### config.mk
export PLATFORM = sky130hd
export DESIGN_NAME = ycbcr_422_packer
export DESIGN_NICKNAME = d
export VERILOG_FILES = /design/src/rtl/ycc_pkg.sv /design/src/rtl/ycc_avg2.sv /design/src/rtl/ycbcr_422_packer.sv
export SDC_FILE = /design/constraint.sdc
export NUM_CORES = 1
export LEC_CHECK = 0
export ABC_AREA = 0
export CAP_MARGIN = 30
export CORE_ASPECT_RATIO = 1.1
export CORE_UTILIZATION = 38
export DETAILED_ROUTE_END_ITERATION = 10
export PLACE_DENSITY = 0.7
export REMOVE_ABC_BUFFERS = 1
export SYNTH_ARGS = -nofsm -noshare
export SYNTH_HDL_FRONTEND = slang
export SYNTH_HIERARCHICAL = 1
export SYNTH_SLANG_ARGS = --single-unit
### constraint.sdc
create_clock -name clk -period 2.8 [get_ports clk]
set_input_delay 0.7 -clock clk [delete_from_list [all_inputs] [get_ports clk]]
set_output_delay 0.7 -clock clk [all_outputs]
set_load 0.01 [all_outputs]
### src/rtl/ycc_pkg.sv
// Shared types for the 4:2:2 packer: sample width, packer state and pixel record.
package ycc_pkg;

    localparam int YCC_DATA_W = 16;

    typedef enum logic [1:0] {
        EVEN  = 2'd0,
        ODD   = 2'd1,
        FLUSH = 2'd2
    } state_t;

    typedef struct packed {
        logic [YCC_DATA_W-1:0] y;
        logic [YCC_DATA_W-1:0] cb;
        logic [YCC_DATA_W-1:0] cr;
        logic                  eol;
    } pixel_t;

endpackage

### src/rtl/ycc_avg2.sv
// Combinational unsigned average of two chroma samples.
// Build option: YCC422_ROUND_EN selects round-half-up instead of truncation.
module ycc_avg2
    import ycc_pkg::*;
#(
    parameter int DATA_W = YCC_DATA_W
) (
    input  logic [DATA_W-1:0] i_a,
    input  logic [DATA_W-1:0] i_b,
    output logic [DATA_W-1:0] o_avg
);

    logic [DATA_W:0] w_sum;

    // One extra bit of headroom means the sum can never wrap, even with the rounding term.
`ifdef YCC422_ROUND_EN
    assign w_sum = {1'b0, i_a} + {1'b0, i_b} + {{DATA_W{1'b0}}, 1'b1};
`else
    assign w_sum = {1'b0, i_a} + {1'b0, i_b};
`endif

    assign o_avg = DATA_W'(w_sum >> 1);

endmodule

### src/rtl/ycbcr_422_packer.sv
// Packs full-resolution Y/Cb/Cr pixels into 4:2:2 pairs with a single registered output slot.
// Build option: YCC422_ROUND_EN (rounded chroma average, see ycc_avg2).
module ycbcr_422_packer
    import ycc_pkg::*;
#(
    parameter int DATA_W = YCC_DATA_W
) (
    input  logic              clk,
    input  logic              rst_n,
    input  logic              in_valid,
    output logic              in_ready,
    input  logic [DATA_W-1:0] in_y,
    input  logic [DATA_W-1:0] in_cb,
    input  logic [DATA_W-1:0] in_cr,
    input  logic              in_eol,
    output logic              out_valid,
    input  logic              out_ready,
    output logic [DATA_W-1:0] out_y0,
    output logic [DATA_W-1:0] out_y1,
    output logic [DATA_W-1:0] out_cb,
    output logic [DATA_W-1:0] out_cr,
    output logic              out_eol,
    output logic              out_single
);

    state_t            r_state;
    state_t            w_next_state;
    logic [DATA_W-1:0] r_hold_y;
    logic [DATA_W-1:0] r_hold_cb;
    logic [DATA_W-1:0] r_hold_cr;
    logic              r_out_valid;
    logic [DATA_W-1:0] r_out_y0;
    logic [DATA_W-1:0] r_out_y1;
    logic [DATA_W-1:0] r_out_cb;
    logic [DATA_W-1:0] r_out_cr;
    logic              r_out_eol;
    logic              r_out_single;
    logic              w_slot_free;
    logic              w_accept;
    logic              w_load_pair;
    logic              w_load_flush;
    logic [DATA_W-1:0] w_avg_cb;
    logic [DATA_W-1:0] w_avg_cr;

    ycc_avg2 #(.DATA_W(DATA_W)) u_avg_cb (
        .i_a   (r_hold_cb),
        .i_b   (in_cb),
        .o_avg (w_avg_cb)
    );

    ycc_avg2 #(.DATA_W(DATA_W)) u_avg_cr (
        .i_a   (r_hold_cr),
        .i_b   (in_cr),
        .o_avg (w_avg_cr)
    );

    assign w_slot_free = !r_out_valid || out_ready;
    assign w_accept    = in_valid && in_ready;

    always_comb begin
        w_next_state = r_state;
        in_ready     = 1'b0;
        w_load_pair  = 1'b0;
        w_load_flush = 1'b0;
        case (r_state)
            EVEN: begin
                in_ready = 1'b1;
                if (w_accept) begin
                    w_next_state = in_eol ? FLUSH : ODD;
                end
            end
            ODD: begin
                in_ready = w_slot_free;
                if (w_accept) begin
                    w_load_pair  = 1'b1;
                    w_next_state = EVEN;
                end
            end
            FLUSH: begin
                if (w_slot_free) begin
                    w_load_flush = 1'b1;
                    w_next_state = EVEN;
                end
            end
            default: w_next_state = EVEN;
        endcase
    end

    always_ff @(posedge clk or negedge rst_n) begin
        if (!rst_n) begin
            r_state   <= EVEN;
            r_hold_y  <= '0;
            r_hold_cb <= '0;
            r_hold_cr <= '0;
        end else begin
            r_state <= w_next_state;
            if (r_state == EVEN && w_accept) begin
                r_hold_y  <= in_y;
                r_hold_cb <= in_cb;
                r_hold_cr <= in_cr;
            end
        end
    end

    // A reload wins over the emit-clear, so emit and reload in one cycle keeps the slot full.
    always_ff @(posedge clk or negedge rst_n) begin
        if (!rst_n) begin
            r_out_valid  <= 1'b0;
            r_out_y0     <= '0;
            r_out_y1     <= '0;
            r_out_cb     <= '0;
            r_out_cr     <= '0;
            r_out_eol    <= 1'b0;
            r_out_single <= 1'b0;
        end else if (w_load_pair) begin
            r_out_valid  <= 1'b1;
            r_out_y0     <= r_hold_y;
            r_out_y1     <= in_y;
            r_out_cb     <= w_avg_cb;
            r_out_cr     <= w_avg_cr;
            r_out_eol    <= in_eol;
            r_out_single <= 1'b0;
        end else if (w_load_flush) begin
            r_out_valid  <= 1'b1;
            r_out_y0     <= r_hold_y;
            r_out_y1     <= r_hold_y;
            r_out_cb     <= r_hold_cb;
            r_out_cr     <= r_hold_cr;
            r_out_eol    <= 1'b1;
            r_out_single <= 1'b1;
        end else if (out_ready) begin
            r_out_valid <= 1'b0;
        end
    end

    assign out_valid  = r_out_valid;
    assign out_y0     = r_out_y0;
    assign out_y1     = r_out_y1;
    assign out_cb     = r_out_cb;
    assign out_cr     = r_out_cr;
    assign out_eol    = r_out_eol;
    assign out_single = r_out_single;

endmodule

After elaboration in Yosys (flattened, before gate mapping)
Cells that the tools add are included.

operators by class
  $add $sub $neg = 2
  $mul = 0
  div/mod/pow operators = 0
  magnitude comparators = 0
  equality and inequality tests = 5
  shift-type cells = 0
  mux-type cells = 23
  bitwise operators = 0
  reduce and logical (&&, ||, !) cells = 8

operators with widths
  cell                                           count
  two-way mux 16 bit                             7
  adder 16 x 16 -> 17 bit                        2
  two-way mux 1 bit                              10
  two-way mux 2 bit                              4
  inequality test 2 bit, second input constant   3
  one-hot mux 2 bit (3 select lines)             1
  AND reduction 3 bit                            1
  nonzero test 3 bit                             1
  == test 2 x 1 -> 1 bit, second input constant  1
  == test 2 bit, second input constant           1
  logical AND 1 bit                              2
  logical NOT 2 bit                              1
  one-hot mux 1 bit (2 select lines)             1
  nonzero test 2 bit                             1
  logical NOT 1 bit                              1
  logical OR 1 bit                               1

word-level totals
  flip-flop bits (word level) = 117
  bits in latches = 0
  RAM bits = 0
  memory bits (read-only) = 0
  bits of input ports = 53
  output and inout bits = 68
  word-level logic and storage cells = 49
  memories = 0

Longest topological paths before layout
Gate-level depths: netlist of the first run.

  depth after elaboration = 7
  depth in mapped cells = 9
  mapped depth without buffers = 9

Cells and area by module
Netlist of the first run, hierarchy kept.

by module, submodules not included
  module                times used  cells each  area each (um^2)  sequential area each (um^2)
  ycbcr_422_packer      1           439         5094.9            2927.8
  ycc_avg2 at u_avg_cr  1           108         835.8             0.0
  ycc_avg2 at u_avg_cb  1           106         773.2             0.0

Least setup slack after synthesis of the first run
OpenSTA, ideal clock, no wires.

  kind = in2reg
  start = input in_cb[0]
  end = register r_out_cb[11] (netlist: out_cb[11])
  setup time = 0.130 ns
  arrival time = 2.661 ns
  required time = 2.670 ns
  path slack = 0.009 ns
  cell stages on the path = 9
  path buffers = 0
  cells stage by stage = and2_1 > fa_1 > a21o_1 > a311o_2 > a211o_1 > a221oi_2 > xnor2_1 > nor3_1 > a31oi_1

on the way
  cells in the longest elaborated chain, start to end = 2

ends and longest elaborated chain
  element                  RTL line                 text
  start: declaration       ycbcr_422_packer.sv:13   input logic [DATA_W-1:0] in_cb,
  adder 16 x 16 -> 17 bit  ycc_avg2.sv:19           assign w_sum = {1'b0, i_a} + {1'b0, i_b};
  named net w_avg_cb[11]   ycbcr_422_packer.sv:42   logic [DATA_W-1:0] w_avg_cb;
  two-way mux 16 bit       ycbcr_422_packer.sv:115  end else if (w_load_pair) begin
  end signal: assignment   ycbcr_422_packer.sv:119  r_out_cb <= w_avg_cb;
  end signal: assignment   ycbcr_422_packer.sv:127  r_out_cb <= r_hold_cb;
  end: declaration         ycbcr_422_packer.sv:34   logic [DATA_W-1:0] r_out_cb;

The timed path passes the listed nets, and every way through them passes these cells.
A chain may end at the register's enable or synchronous reset.

Final worst setup path of the first run
  start = input in_cr[2]
  end = register r_out_cr[12] (netlist: out_cr[12])

on the way
  cells in the longest elaborated chain, start to end = 2

ends and longest elaborated chain
  element                  RTL line                 text
  start: declaration       ycbcr_422_packer.sv:14   input logic [DATA_W-1:0] in_cr,
  adder 16 x 16 -> 17 bit  ycc_avg2.sv:19
  named net w_avg_cr[12]   ycbcr_422_packer.sv:43   logic [DATA_W-1:0] w_avg_cr;
  two-way mux 16 bit       ycbcr_422_packer.sv:115
  end signal: assignment   ycbcr_422_packer.sv:120  r_out_cr <= w_avg_cr;
  end signal: assignment   ycbcr_422_packer.sv:128  r_out_cr <= r_hold_cr;
  end: declaration         ycbcr_422_packer.sv:35   logic [DATA_W-1:0] r_out_cr;

The timed path passes the listed nets, and every way through them passes these cells.

==> results of run 1 <==
-- through the flow --
step           TNS, ns  area, um^2  total power [W]
2_1_floorplan  -128.01        6401         0.006545
3_3_place_gp    -5.291        8587         0.009270
3_5_place_dp    -5.367        8587         0.009367
4_1_cts              0        9168          0.01155
5_1_grt              0        9184          0.01230
6_report             0        9184          0.01148
-- final timing paths --
kind | cells past startpoint | end | startpoint
setup / recovery | 9 | out_cr[12] | in_cr[2]
hold / removal | 1 | r_hold_cb[8] | rst_n
setup reg to reg | 9 | out_cb[15] | r_hold_cb[0]
hold reg to reg | 1 | out_y0[1] | out_y0[1]
max in group asynchronous | 2 | out_valid | rst_n
min in group clk | 1 | out_y0[1] | out_y0[1]
-- cells by family (layout without fill, tap and decap cells) --
logic type | after synthesis | count (layout) | share of synthesized area [%]
adder cells (fa/ha/maj) | 32 | 32 | 6.196
multiplexers | 66 | 66 | 11.61
buffers and inverters | 58 | 233 | 4.628
flip-flops | 117 | 117 | 43.67
AND/OR/NAND/NOR | 168 | 168 | 13.14
AO/OA/AOI/OAI | 188 | 188 | 17.62
XOR/XNOR | 24 | 24 | 3.135
-- per-layer routing --
layer	global-route usage [%]	up-vias	share of wire [%]
met1	26.46	2863	44
met4	8.173	0	1.9
met2	35.59	149	50
li1	-	2784	-
met5	0	-	0
met3	4.072	23	3.9
-- sequential cells by signal, summed over array words and instances (netlist names) --
register    flops
out_y1         16
r_hold_cr      16
out_eol         1
out_cr         16
r_state         2
out_y0         16
out_cb         16
out_valid       1
r_hold_cb      16
r_hold_y       16
out_single      1
-- cells in the mapped netlist (6+ instances only) --
master	number	area share, %
a21o_1	16	1.8
a21oi_1	29	2.2
a31oi_1	51	4.8
buf_2	17	1.3
buf_6	6	1.0
clkbuf_1	28	1.6
dfrtp_1	117	44
ha_1	30	5.6
mux2_1	20	3.4
mux2_2	34	5.7
mux2_4	10	2.2
nand2_1	15	0.84
nand3_1	57	4.3
nand4_1	8	0.75
nor2_1	11	0.62
nor3_1	54	4.0
o21ai_0	57	4.3
xnor2_1	13	1.7
xor2_1	11	1.4
-- critical path: stages --
cell and delay [ns]:
clkdlybuf4s50_1 0.43, ha_1 0.34, a21oi_1 0.25, a211oi_1 0.12, o31a_2 0.35, or4_1 0.39
and3_1 0.16, nor3_1 0.17, a31oi_1 0.06
-- power breakdown --
group          internal [W]  switching, W  total [W]
clock network       0.00128      0.000828    0.00210
registers           0.00258      0.000594    0.00317
logic               0.00333       0.00288    0.00621
-- layout make-up --
cell class                 instances  share of cell area (%)
timing repair buffer             199                   20.37
clock inverter                    13                   1.349
sequential                       117                   31.88
clock buffer                      19                   4.932
inverter                           2                 0.08174
tap                              234                   3.188
multi-input combinational        478                   38.20
-- repair_timing --
action                                  4_1_cts  5_1_grt
gates resized for setup                       3        3
endpoints found under the setup margin        4        4
pin swaps                                     4        1
==> results by group, run 1 <==
Placed design
  – Post-DP HPWL: 12.24 mm
  – IO Port Bufs: 120
  – Placed cells: 1030
  – GP Congestion: 0.8563
  – Dpl ws: -0.6212 ns

Flow run
  – Max cap viols: 0

Pwr
  – Power Dens Cells: 1250 mW/mm^2
  – Leakage power: between 3 and 4 nW
  – Peak VDD IR: 515.9 uV

Timing
  – RSZ-0062 raised after global routing: false
  – Final period util: a little over nine tenths
  – Max Fclk: 373.3 MHz
  – Post-route worst setup slack: 0.1215 ns
  – Hold Vio Cnt, Final: 0
  – Clock Skew: just over 0.007 ns
  – Hold_ws: 0.2906 ns
  – # setup viols final: 0
  – Tmin final: 2.679 ns
  – Fin. max-slew vios: 0
  – Worst slew pin tran: 0.6120 ns
  – Rel. slew slack: 59.20%

Routing
  – # DRC: 0
  – DR vias/cell: 5.479
  – Antenna Violating Nets Remaining: 0
  – Detailed Route Iter0 Violations: 324
  – DRT Pass-1 Iters: 4
  – Wire per inst: 17.14 um
  – Vias: 5819
  – WL final: 18.21 mm

Cells and area
  – Layout fillers: between 1500 and 2000
  – Fraction of layout cells with a size suffix above 1: approximately a fifth
  – N_diodes: 0
  – Commonest cells after routing, fill and taps aside: dfrtp_1, clkdlybuf4s50_1, buf_4
  – Flip-flop and latch area: 0.002928 mm^2
  – Nets: 900
  – Multi-input logic area: 0.003508 mm^2
  – Syn-to-layout area delta: 36.99%
  – Most common cell after layout, fill and taps aside: dfrtp_1
  – Final non-filler cell total: 1062
  – Fin util: 53.58%

Worst setup path
  – Arrival time at the worst endpoint: a little under 3 ns
  – CP required: 3.09 ns
  – Crit. End Element: register
  – Setup slack, reg-to-reg: 0.29 ns
  – Startpoint types: primary input
  – Largest fanout on the critical path: 4
  – Crit path kind: primary input to register

Floorplanning
  – Die Y: 141.3 um
  – Area of the core: roughly 0.017 mm^2
  – Rows: 50
  – I/O Pins: 121
  – Initial Util: 39.11%
  – DIE WIDTH: 128.6 um
  – Die area: 0.01818 mm^2

CTS
  – CTS tree: built
  – H-Tree Level Count: 4
  – Num CTS Buffers: 17
  – Root Driver: clkbuf_16
  – Clk buf depth: 2
  – Hold_buf cts: 0
  – Clk pin slew, worst setup/hold paths: approximately 0.060 ns
  – Worst skew pair latency: 0.42 ns
  – Setup repair bufs after CTS: 0
  – Clock sink count: 117

Global route
  – Overflow after GRT: 0
  – Largest net degree at the start of global routing: 51
  – First-pass GRT wire length: roughly 30 mm
  – Antenna violations before repair: 0
  – Global Route Usage Sum: a little over a fifth
  – Vias in the first global route: 5878

Logic synthesis
  – Mapped cell area: 0.006704 mm^2
  – Gate Count Post-Synth: 653
  – Yosys reg bits: between 100 and 150
  – Synth Flop Type: dfrtp_1
  – Post-synth EDFFs: 0
  – Asr flop ratio synth: between 90% and 100%
  – Yosys cell types: 59
  – Syn Area/Cell: 10.27 um^2
  – Sequential area share after synthesis: 43.67%
  – Ys Warns: 6

Hold path
  – Hold Crit Class: primary input to async pin

Run status
  – Status: completed
No activity file was read; power rests on OpenSTA's default activity.
==> run 2, diff against run 1 <==
Settings changed: CELL_PAD_IN_SITES_DETAIL_PLACEMENT set to 1, CELL_PAD_IN_SITES_GLOBAL_PLACEMENT set to 1, PLACE_DENSITY 0.7 to 0.84.
==> run 2 against run 1 <==
Critical endpoint unchanged. First-iteration DRC count is 9.0% lower. Clock-buffer cell count is 1 lower. Utilization is 0.46 points lower. Clock skew is 0.0017 ns lower. Register-to-register slack worse by 0.06 ns. Design area is 0.86% lower. Worst setup slack worse by 0.079 ns. Sequential share of layout area is 0.28 points higher. Combinational power is 3% higher.
==> results by group, run 2 (synthesized netlist as in run 1, its figures left out) <==
Run status
  – Status: completed

CTS
  – Clk buf depth: 2
  – Worst skew pair latency: 0.42 ns
  – Clock sink count: around 120
  – Num CTS Buffers: 17
  – CTS tree: built
  – Clk pin slew, worst setup/hold paths: 0.06 ns
  – Root Driver: clkbuf_16
  – H-Tree Level Count: 4

Cells and area
  – Layout fillers: 1898
  – Flip-flop and latch area: 0.002928 mm^2
  – Syn-to-layout area delta: 35.82%
  – Nets: between 800 and 900
  – N_diodes: 0
  – Multi-input logic area: 0.003536 mm^2
  – Fraction of layout cells with a size suffix above 1: 20.95%
  – Fin util: 53.12%
  – Final non-filler cell total: 1055
  – Commonest cells after routing, fill and taps aside: clkdlybuf4s50_1, dfrtp_1, buf_4

Routing
  – DR vias/cell: between 5 and 6
  – # DRC: 0
  – Antenna Violating Nets Remaining: 0
  – Detailed Route Iter0 Violations: a little under 300
  – Vias: 6054
  – DRT Pass-1 Iters: 4
  – WL final: 21.54 mm
  – Wire per inst: just over 20 um

Timing
  – Max Fclk: between 300 and 400 MHz
  – Worst slew pin tran: 0.7290 ns
  – Tmin final: 2.758 ns
  – Rel. slew slack: 51.40%
  – Hold Vio Cnt, Final: 0
  – Fin. max-slew vios: 0
  – Final period util: a little under 100%
  – Post-route worst setup slack: approximately 0.042 ns
  – # setup viols final: 0
  – Clock Skew: 0.005372 ns

Pwr
  – Peak VDD IR: 499.8 uV
  – Power Dens Cells: 1286 mW/mm^2
  – Leakage power: 3.744 nW

Global route
  – Vias in the first global route: roughly 6800
  – Global Route Usage Sum: 24.99%
  – Overflow after GRT: 0
  – First-pass GRT wire length: 35.20 mm
  – Antenna violations before repair: 0
  – Largest net degree at the start of global routing: 63

Worst setup path
  – Buf/Inv on CP: 1
  – Critical Path, Cell by Cell: clkdlybuf4s50_1, ha_1, a21oi_1, a211oi_1, o31a_2, or4_1, and3_1, nor3_1, a31oi_1
  – Max stage delay on crit path: around 0.44 ns
  – Crit. End Element: register
  – CP max stage cell: clkdlybuf4s50_1
  – Startpoint types: primary input
  – CP top delay family: compound AO/OA/AOI/OAI gates
  – Setup slack, reg-to-reg: 0.23 ns
  – Largest fanout on the critical path: 3
  – Crit path kind: primary input to register
  – Arrival time at the worst endpoint: 3.05 ns
  – CP required: 3.09 ns

Hold path
  – Hold Crit Class: primary input to async pin

Placed design
  – IO Port Bufs: 120
  – Placed cells: between 1000 and 1500
  – Dpl ws: -0.6121 ns
  – Post-DP HPWL: 14.72 mm
  – GP Congestion: 0.8551

Floorplanning
  – Area of the core: approximately 0.017 mm^2
  – DIE WIDTH: roughly 130 um
  – Initial Util: around two fifths
  – Rows: 50
  – Die Y: 141.3 um
  – Die area: 0.01818 mm^2
  – I/O Pins: 121

Flow run
  – Max cap viols: 0
[run 2: report_power, final]
part	internal (W)	switching, W	total [W]
clock network	0.00125	0.000859	0.00211
registers	0.00258	0.000639	0.00321
logic	0.00329	0.00309	0.00639
total	0.00712	0.00459	0.0117
[run 2: final timing paths]
path / start / endpoint / cells after the start
min: rst_n / out_y0[10] / 1
min in group clk: out_single / out_single / 1
max: in_cr[2] / out_cr[12] / 9
max in group asynchronous: rst_n / out_cr[15] / 2
min reg2reg: out_single / out_single / 1
max reg2reg: r_hold_cb[0] / out_cb[11] / 9
[run 2: area by class of cell]
cell class,count,share of cell area [%]
flip-flops and latches,117,32.16
multi-input cells,478,38.83
clock inverters,14,1.402
well taps,234,3.216
repair buffers,192,19.49
clock buffers,18,4.823
inverters,2,0.08245
[run 2: repair_timing]
| action | 4_1_cts | 5_1_grt |
|---|---|---|
| setup buffers | 0 | 0 |
| hold buffers | 0 | 0 |
| gates resized for setup | 5 | 6 |
| pin swaps | 8 | 1 |
| setup endpoints to repair | 4 | 4 |
[run 2: metal layers]
metal | GRT usage (%) | vias up | share of wire (%) | wire [um]
met1 | 28.29 | 3102 | 40 | 8659
met2 | 45.89 | 153 | 54 | 11620
met3 | 4.487 | 33 | 3.9 | 841
met4 | 10.28 | 0 | 1.9 | 412
met5 | 0 | - | 0 | 0
li1 | - | 2766 | - | -
[run 2: per-stage QoR]
| step | cell area [um^2] | setup TNS (ns) | total power, W | hold slack (ns) |
|---|---|---|---|---|
| floorplan | 6401 | -128.01 | 0.006545 | 0.4044 |
| global placement | 8497 | -4.422 | 0.009139 | 0.4875 |
| detailed placement | 8497 | -5.682 | 0.009514 | 0.4970 |
| CTS | 9079 | 0 | 0.01173 | 0.3502 |
| global route | 9105 | -0.04618 | 0.01247 | 0.3893 |
| finish | 9105 | 0 | 0.01171 | 0.3281 |
